### config.mk
export PLATFORM = sky130hd
export DESIGN_NAME = sweep_ctrl
export DESIGN_NICKNAME = d
export VERILOG_FILES = /design/src/rtl/sweep_pkg.sv /design/src/rtl/sweep_step_counter.sv /design/src/rtl/sweep_ctrl.sv
export SDC_FILE = /design/constraint.sdc
export NUM_CORES = 1
export LEC_CHECK = 0
export CAP_MARGIN = 20
export CORE_MARGIN = 2
export CORE_UTILIZATION = 62
export CTS_BUF_LIST = sky130_fd_sc_hd__clkbuf_4
export DETAILED_ROUTE_END_ITERATION = 10
export PLACE_DENSITY = 0.84
export SLEW_MARGIN = 20
export SYNTH_ARGS = -nofsm -noshare
export SYNTH_HDL_FRONTEND = slang
export SYNTH_SLANG_ARGS = --single-unit
### constraint.sdc
create_clock -name clk -period 7.9 [get_ports clk]
set_clock_uncertainty 0.2 [all_clocks]
set_input_delay 1.58 -clock clk [delete_from_list [all_inputs] [get_ports clk]]
set_output_delay 1.58 -clock clk [all_outputs]
set_load 0.02 [all_outputs]
### src/rtl/sweep_pkg.sv
// Shared types and constants for the triangle-sweep sequencer.
// The ST_DWELL state is only reachable when SWEEP_DWELL_EN is defined.
package sweep_pkg;

  localparam int STATE_W = 2;

  typedef enum logic [STATE_W-1:0] {
    ST_IDLE  = 2'd0,
    ST_UP    = 2'd1,
    ST_DOWN  = 2'd2,
    ST_DWELL = 2'd3
  } state_t;

  localparam logic DIR_UP   = 1'b1;
  localparam logic DIR_DOWN = 1'b0;

endpackage

### src/rtl/sweep_step_counter.sv
// Loadable up/down step counter driven by the sweep sequencer.
// A load takes priority over a step; with neither asserted the value holds.
module sweep_step_counter
  import sweep_pkg::*;
#(
  parameter int WIDTH = 4
) (
  input  logic             clk,
  input  logic             rst,
  input  logic             load,
  input  logic [WIDTH-1:0] load_val,
  input  logic             en,
  input  logic             dir,
  output logic [WIDTH-1:0] count
);

  logic [WIDTH-1:0] count_r;
  logic [WIDTH-1:0] one_s;

  assign one_s = {{(WIDTH-1){1'b0}}, 1'b1};

  // Counter register: load, step in the requested direction, or hold
  always_ff @(posedge clk) begin
    if (rst) begin
      count_r <= '0;
    end else if (load) begin
      count_r <= load_val;
    end else if (en) begin
      count_r <= (dir == DIR_UP) ? (count_r + one_s) : (count_r - one_s);
    end else begin
      count_r <= count_r;
    end
  end

  assign count = count_r;

endmodule

### src/rtl/sweep_ctrl.sv
// Triangle sweep sequencer between latched lo/hi limits, num_sweeps triangles (0 = endless).
// Define SWEEP_DWELL_EN to hold the count for DWELL extra cycles at every turnaround.
module sweep_ctrl
  import sweep_pkg::*;
#(
  parameter int WIDTH   = 4,
  parameter int SWEEP_W = 8
`ifdef SWEEP_DWELL_EN
  ,
  parameter int DWELL   = 2
`endif
) (
  input  logic               clk,
  input  logic               rst,
  input  logic               start,
  input  logic               stop,
  input  logic               hold,
  input  logic [WIDTH-1:0]   lo,
  input  logic [WIDTH-1:0]   hi,
  input  logic [SWEEP_W-1:0] num_sweeps,
  output logic [WIDTH-1:0]   count,
  output logic               up_down,
  output logic               busy,
  output logic               done,
  output logic               err
);

  state_t             state_r, state_s;
  logic [WIDTH-1:0]   lo_r, lo_s, hi_r, hi_s;
  logic [SWEEP_W-1:0] nsw_r, nsw_s, sweep_r, sweep_s, sweep_inc_s;
  logic               up_down_r, up_down_s;
  logic               busy_r, busy_s, done_r, done_s, err_r, err_s;
  logic               cnt_load_s, cnt_en_s, cnt_dir_s;
  logic [WIDTH-1:0]   cnt_load_val_s;
  logic [WIDTH-1:0]   cnt_s;
`ifdef SWEEP_DWELL_EN
  localparam logic [3:0] DWELL_LAST = 4'(DWELL - 1);
  logic [3:0]         dwell_r, dwell_s;
`endif

  sweep_step_counter #(.WIDTH(WIDTH)) u_step (
    .clk      (clk),
    .rst      (rst),
    .load     (cnt_load_s),
    .load_val (cnt_load_val_s),
    .en       (cnt_en_s),
    .dir      (cnt_dir_s),
    .count    (cnt_s)
  );

  assign sweep_inc_s = sweep_r + {{(SWEEP_W-1){1'b0}}, 1'b1};

  // Next-state, counter control and registered-output next values
  always_comb begin
    state_s        = state_r;
    lo_s           = lo_r;
    hi_s           = hi_r;
    nsw_s          = nsw_r;
    sweep_s        = sweep_r;
    up_down_s      = up_down_r;
    busy_s         = busy_r;
    done_s         = 1'b0;
    err_s          = 1'b0;
    cnt_load_s     = 1'b0;
    cnt_load_val_s = lo_r;
    cnt_en_s       = 1'b0;
    cnt_dir_s      = up_down_r;
`ifdef SWEEP_DWELL_EN
    dwell_s        = dwell_r;
`endif
    case (state_r)
      ST_IDLE: begin
        if (stop) begin
          state_s = ST_IDLE;
        end else if (start) begin
          if (lo < hi) begin
            lo_s           = lo;
            hi_s           = hi;
            nsw_s          = num_sweeps;
            sweep_s        = '0;
            cnt_load_s     = 1'b1;
            cnt_load_val_s = lo;
            up_down_s      = DIR_UP;
            busy_s         = 1'b1;
            state_s        = ST_UP;
          end else begin
            err_s = 1'b1;
          end
        end else begin
          state_s = ST_IDLE;
        end
      end
      ST_UP: begin
        if (stop) begin
          state_s = ST_IDLE;
          busy_s  = 1'b0;
        end else if (hold) begin
          state_s = ST_UP;
        end else if (cnt_s == hi_r) begin
          up_down_s = DIR_DOWN;
`ifdef SWEEP_DWELL_EN
          state_s   = ST_DWELL;
          dwell_s   = 4'd0;
`else
          state_s   = ST_DOWN;
          cnt_en_s  = 1'b1;
          cnt_dir_s = DIR_DOWN;
`endif
        end else begin
          cnt_en_s  = 1'b1;
          cnt_dir_s = DIR_UP;
        end
      end
      ST_DOWN: begin
        if (stop) begin
          state_s = ST_IDLE;
          busy_s  = 1'b0;
        end else if (hold) begin
          state_s = ST_DOWN;
        end else if (cnt_s == lo_r) begin
          // Sweep complete: finish if the target count is reached, else turn around
          sweep_s   = sweep_inc_s;
          up_down_s = DIR_UP;
          if ((nsw_r != '0) && (sweep_inc_s == nsw_r)) begin
            state_s = ST_IDLE;
            done_s  = 1'b1;
            busy_s  = 1'b0;
          end else begin
`ifdef SWEEP_DWELL_EN
            state_s   = ST_DWELL;
            dwell_s   = 4'd0;
`else
            state_s   = ST_UP;
            cnt_en_s  = 1'b1;
            cnt_dir_s = DIR_UP;
`endif
          end
        end else begin
          cnt_en_s  = 1'b1;
          cnt_dir_s = DIR_DOWN;
        end
      end
`ifdef SWEEP_DWELL_EN
      ST_DWELL: begin
        // up_down already points the way out of the turnaround
        if (stop) begin
          state_s = ST_IDLE;
          busy_s  = 1'b0;
        end else if (hold) begin
          state_s = ST_DWELL;
        end else if (dwell_r == DWELL_LAST) begin
          cnt_en_s  = 1'b1;
          cnt_dir_s = up_down_r;
          state_s   = (up_down_r == DIR_UP) ? ST_UP : ST_DOWN;
        end else begin
          dwell_s = dwell_r + 4'd1;
        end
      end
`endif
      default: begin
        state_s = ST_IDLE;
        busy_s  = 1'b0;
      end
    endcase
  end

  // State and output registers
  always_ff @(posedge clk) begin
    if (rst) begin
      state_r   <= ST_IDLE;
      lo_r      <= '0;
      hi_r      <= '0;
      nsw_r     <= '0;
      sweep_r   <= '0;
      up_down_r <= DIR_UP;
      busy_r    <= 1'b0;
      done_r    <= 1'b0;
      err_r     <= 1'b0;
`ifdef SWEEP_DWELL_EN
      dwell_r   <= 4'd0;
`endif
    end else begin
      state_r   <= state_s;
      lo_r      <= lo_s;
      hi_r      <= hi_s;
      nsw_r     <= nsw_s;
      sweep_r   <= sweep_s;
      up_down_r <= up_down_s;
      busy_r    <= busy_s;
      done_r    <= done_s;
      err_r     <= err_s;
`ifdef SWEEP_DWELL_EN
      dwell_r   <= dwell_s;
`endif
    end
  end

  assign count   = cnt_s;
  assign up_down = up_down_r;
  assign busy    = busy_r;
  assign done    = done_r;
  assign err     = err_r;

endmodule

Word-level counts from Yosys, hierarchy flattened
Index checks and enable logic that the tools add are counted.
{ "totals": {"register_bits": 34, "word_cells": 115, "in_bits": 21} }
{ "op_classes": {"order_cmp": 1, "eq_ne": 21, "n_reduce_logical": 13, "n_mux": 62, "add_sub_neg": 3, "bitwise": 5} }
{ "op_table": {"columns": ["cell", "n"], "rows": [
  ["2-to-1 mux 8 bit", 6],
  ["2-to-1 mux 1 bit", 34],
  ["2-to-1 mux 4 bit", 7],
  ["!= test 2 bit (second input constant)", 10],
  ["2-to-1 mux 2 bit", 9],
  ["case mux 8 bit (2 select lines)", 1],
  ["AND reduction 7 bit", 2],
  ["!= test 4 bit (second input constant)", 3],
  ["AND reduction 10 bit", 1],
  ["!= test 3 bit (second input constant)", 3],
  ["adder 8 x 1 -> 8 bit (second input constant)", 1],
  ["== test 4 bit", 2],
  ["== test 8 bit", 1],
  ["nonzero test 8 bit", 1],
  ["case mux 1 bit (3 select lines)", 2],
  ["case mux 2 bit (3 select lines)", 1],
  ["NOT 1 bit", 5],
  ["OR reduction 5 bit", 1],
  ["adder 4 x 1 -> 4 bit (second input constant)", 1],
  ["< comparator 4 bit", 1],
  ["case mux 1 bit (2 select lines)", 2],
  ["AND reduction 4 bit", 1],
  ["nonzero test 2 bit", 2],
  ["OR reduction 4 bit", 1],
  ["other kinds (7)", 7]
]} }

Logic depth before layout (Yosys ltp)
{ "logic_depth": {"word_depth": 11, "mapped_depth": 16, "mapped_depth_nobuf": 16} }

By module
From an unflattened synthesis, not the netlist that was laid out.
{ "hier_totals": {"hier_cells": 251, "hier_area_um2": 2219.6} }
{ "by_module_without_submodules": {"columns": ["mod", "area_per_inst_um2", "n_inst", "cells_per_inst"], "rows": [
  ["sweep_ctrl", 1924.3, 1, 221],
  ["sweep_step_counter", 295.3, 1, 30]
]} }

Worst setup path after synthesis
OpenSTA, ideal clock, no wires.
{ "synth_timing": {"kind": "input port to flip-flop", "start": "input port stop", "end": "register u_step.count_r[3], in the netlist u_step.count[3]", "t_arrival_ns": 4.090, "setup_ns": 0.088, "n_path_buf": 1, "cell_stages": 14, "setup_slack_ns": 3.522, "path_cell_list": "clkbuf_1 -> nor2_1 -> nor2_1 -> a21oi_1 -> nand2_1 -> o21a_1 -> ha_1 -> a21o_1 -> a21oi_1 -> xnor2_1 -> mux2_1 -> mux2i_1 -> a311o_1 -> o32ai_2"} }
{ "synth_via": {"elab_chain_len": 5} }
{ "synth_rtl": {"columns": ["element", "line_no", "rtl"], "rows": [
  ["start, declared", "sweep_ctrl.sv:16", "input logic stop,"],
  ["2-to-1 mux 1 bit, on equally long branches", "sweep_ctrl.sv:115, sweep_ctrl.sv:94", null],
  ["case mux 1 bit (2 select lines)", "sweep_ctrl.sv:71", "case (state_r)"],
  ["2-to-1 mux 4 bit", "sweep_step_counter.sv:29", "count_r <= (dir == DIR_UP) ? (count_r + one_s) : (count_r - one_s);"],
  ["2-to-1 mux 4 bit", "sweep_step_counter.sv:28", "end else if (en) begin"],
  ["2-to-1 mux 4 bit", "sweep_step_counter.sv:26", "end else if (load) begin"],
  ["end signal, assigned", "sweep_step_counter.sv:27", "count_r <= load_val;"],
  ["end signal, assigned", "sweep_step_counter.sv:29", null],
  ["end signal, assigned", "sweep_step_counter.sv:31", "count_r <= count_r;"],
  ["end, declared", "sweep_step_counter.sv:17", "logic [WIDTH-1:0] count_r;"]
]} }
Parallel ways exist; a longest one is shown, timed or not. The select of a mux whose other input is x is not followed.
A chain may end at the register's enable or synchronous reset.

Final worst setup path
Same ends and word-level chain as after synthesis.

==> impl_summary.txt <==
----------------------------------------------------
[Clocking]
  Number of gates resized after cts ... 0
  Post-CTS Hold Fix Bufs ... 0
  Clock Sink Count ... 34
  Clk Latency, worst-skew pair ... 0.35 ns
  H-tree depth ... 2
  TritonCTS clock tree ... built
  Number of setup buffers added after CTS ... 0
  Clk slew on worst S/H paths ... 0.12 ns
  Buffer depth of the longest clock path ... 2
  Cell at the root of the clock tree ... clkbuf_4
  TritonCTS buffer count ... 5

[Worst setup path]
  Critical path capture point type ... flip-flop
  Worst setup slack for register-to-register paths ... 3.80 ns
  Slowest library cell on the worst path ... clkdlybuf4s50_1
  Crit path buffers/inverters ... 1
  Crit Path Class ... input port to flip-flop
  Arrival time of data at the critical path endpoint ... 4.88 ns
  Largest delay contributor family on the critical path ... compound AO/OA/AOI/OAI gates
  Cells traversed along the worst timing path ... clkdlybuf4s50_1 -> nor2_1 -> nor2_1 -> a21oi_1 -> nand2_1 -> o21a_1 -> ha_1 -> a21o_1 -> a21oi_1 -> xnor2_1 -> mux2_1 -> mux2i_1 -> a311o_1 -> o32ai_2
  Required @ worst endpoint ... 7.97 ns
  Delay contributed by the slowest stage of the critical path ... 0.62 ns
  Largest driver fanout on the critical path ... 11
  Kind of launch point of the worst setup path ... input port

[Pwr]
  Worst IR Drop VDD ... 0.150 mV
  Static leakage ... 0.982 nW
  Sw Pwr ... 0.000122 W
  Design internal power ... 0.000316 W
  Total power of the final layout ... 0.000439 W
  Share of power burned in registers ... 42.0%
  Comb pwr share ... 20.7%
  Share of power burned in the clock network ... 37.3%
  Switching fraction of total power ... 27.9%
  P per Cell Area ... 165 nW/um2

[Floorplanning]
  IO Pins ... 29
  Chip height ... 64.2 um
  Die outline width ... 64.2 um
  Floorplan die area ... 4120 um2
  Placeable core region ... 3420 um2
  Floorplan row count ... 21
  Initial standard-cell utilization of the core ... 65.7%

[Drt]
  Routed wirelength normalized by instance count ... 14.6 um
  Detail Route Antenna Nets ... 0
  Count of TritonRoute iterations in the first routing pass ... 5
  Via count of the routed design ... 2131
  Starting DRC count in detailed routing ... 248
  Routed vias/inst ... 5.94
  Number of remaining DRC errors ... 0
  Detailed Route WL ... 5240 um

[STA]
  Maximum clock frequency ... 0.208 GHz
  Final TNS setup ... 0 ns
  Minimum clock period after layout ... 4.81 ns
  Final count of pins violating max slew ... 0
  Relative slew slack ... 52.5%
  Final count of negative-setup-slack endpoints ... 0
  Worst-Margin Slew ... 0.711 ns
  Final period util ... 60.9%
  Hold WS ... 0.274 ns
  RSZ-0062 raised after global routing ... no
  Worst path setup slack after routing ... 3.09 ns
  Final Hold Violating Endpoints ... 0

[Yosys]
  Total number of yosys warnings ... 0
  Synth Area in Compound Gates ... 24.9%
  Count of distinct cell types in the synthesized netlist ... 58
  Simple-Gate Fraction of Synth Area ... 23.9%
  Cell taking the most area after synthesis ... dfxtp_1
  Multiplexer share of the synthesized area ... 2.73%
  Post-synth EDFFs ... 0
  Most instantiated cells after synthesis ... nand2_1, a21oi_1, dfxtp_1, xnor2_1, nor2_1
  Fraction of post-synthesis cell area in the top cell type by area ... 30.3%
  Number of synthesized register bits ... 34
  Share of async-settable or async-resettable flops after synthesis ... 0%
  Number of nets in the synthesized netlist ... 319
  Combinational family with the most area after synthesis ... compound AO/OA/AOI/OAI gates
  Top post-synthesis cells by area ... dfxtp_1, nand2_1, a21oi_1
  Sequential fraction of the synthesis area ... 30.3%
  Share of the synthesized netlist area taken by xor and xnor gates ... 7.02%
  Most frequently used cell type in the post-synthesis netlist ... nand2_1
  Cell area after synthesis ... 2240 um2
  Post-synthesis adder-cell area fraction ... 6.47%
  Most frequently used flop master after synthesis ... dfxtp_1
  Post-Synthesis Mean Instance Area ... 7.82 um2
  Synthesized instance count ... 287

[Place]
  Total placed instance area ... 2540 um2
  Place WS ... 2.75 ns
  Total half-perimeter wirelength after legalization and detailed placement ... 3600 um
  Count of buffers inserted at the top-level ports ... 28
  Final Wtd Congestion ... 0.916

[Global routing]
  Overall overflow remaining after global route ... 0
  Global-route track usage on met1 ... 34.7%
  Met2 track utilization from global routing ... 46.2%
  Grt met3 use ... 4.75%
  Maximum number of pins on one net before global-route repair ... 35
  Most congested layer reported by global routing ... met2
  Antenna violations before repair ... 0
  Overall routing resource usage ... 27.4%
  Number of global-route vias before repair ... 2015
  Global-route wire length before repair ... 8920 um

[Flow run]
  Max-Cap Viols ... 0

[Status]
  Status ... completed

[Final layout]
  Share of layout cells above drive strength 1 ... 5.43%
  Final non-filler cell area ... 2660 um2
  Diode insertion count for antenna repair ... 0
  Final net count ... 344
  Area growth, synth to finish ... 18.3%
  Fillcell total ... 276

[Worst hold path]
  Class of the most critical hold timing path ... flip-flop to flip-flop

----------------------------------------------------
-- state kept, by name, indices dropped and copies added, names as in the netlist, 2 cells and up --
register and cells:
hi_r 4, lo_r 4, nsw_r 8, state_r 2, sweep_r 8, u_step.count 4
-- worst min-delay path: stages (launching register included) --
cell,delay [ns]
dfxtp_1,0.34
nand2_1,0.05
a21oi_1,0.05
-- worst paths after layout --
check / from / endpoint / cells after the start
hold reg to reg: hi_r[1]$_SDFFE_PP0P_ / hi_r[1]$_SDFFE_PP0P_ / 2
setup / recovery: stop / u_step.count[3]$_SDFFE_PP0P_ / 14
hold / removal: hi_r[1]$_SDFFE_PP0P_ / hi_r[1]$_SDFFE_PP0P_ / 2
setup reg to reg: sweep_r[0]$_SDFFE_PP0P_ / u_step.count[3]$_SDFFE_PP0P_ / 16
-- placed cells by master (no fill, tap or decap), types with 4 or more instances in the layout --
cell type,Yosys,final
ha_1,10,10
xnor2_1,18,18
inv_1,15,15
o21ai_0,7,7
clkbuf_4,0,5
nand2_1,51,51
dfxtp_1,34,34
nor2_1,17,17
a21o_1,4,4
nand3_1,5,5
a211oi_1,5,5
clkdlybuf4s50_1,0,28
o21ai_1,5,5
mux2i_1,5,5
or3_1,7,7
a31oi_1,5,5
a21oi_1,34,34
-- routing by layer --
metal	share of wire, %	wire length [um]
met1	45	2370
met2	47	2460
met3	5.7	299
met4	1.9	102
met5	0	0
-- kinds of logic (layout without fill, tap and decap cells) --
group,Yosys count,after routing
and+or+nand+nor,108,108
AOI/OAI and AO/OA,83,83
DFF,34,34
buffers and inverters,27,53
xor gates and xnor gates,18,18
adders and majority gates,11,11
muxes,6,6
-- cell type report --
cell class              count  area, um2  area share, %
clock buffers               5       37.5           1.41
clock inverters             3       68.8           2.59
inverters                  15       56.3           2.12
multi-input cells         226       1460           54.9
flip-flops and latches     34        681           25.6
well taps                  46       57.6           2.17
repair buffers             30        295           11.1
-- power by group through the flow --
stage	combinational, W	clock (W)	sequential [W]
after floorplan	0.0000573	0	0.000189
after global placement	0.0000863	0	0.000188
after detailed placement	0.0000878	0	0.000188
after CTS	0.0000893	0.000167	0.000184
after global routing	0.0000998	0.000172	0.000185
final	0.0000908	0.000164	0.000184
-- per-stage QoR --
stage          std cells  utilization, %
2_1_floorplan        287               -
3_3_place_gp         350            74.4
4_1_cts              358            77.5
6_report             359            77.7
3_5_place_dp         350            74.4
5_1_grt              359            77.7
Power figures use the tool's default switching activity.
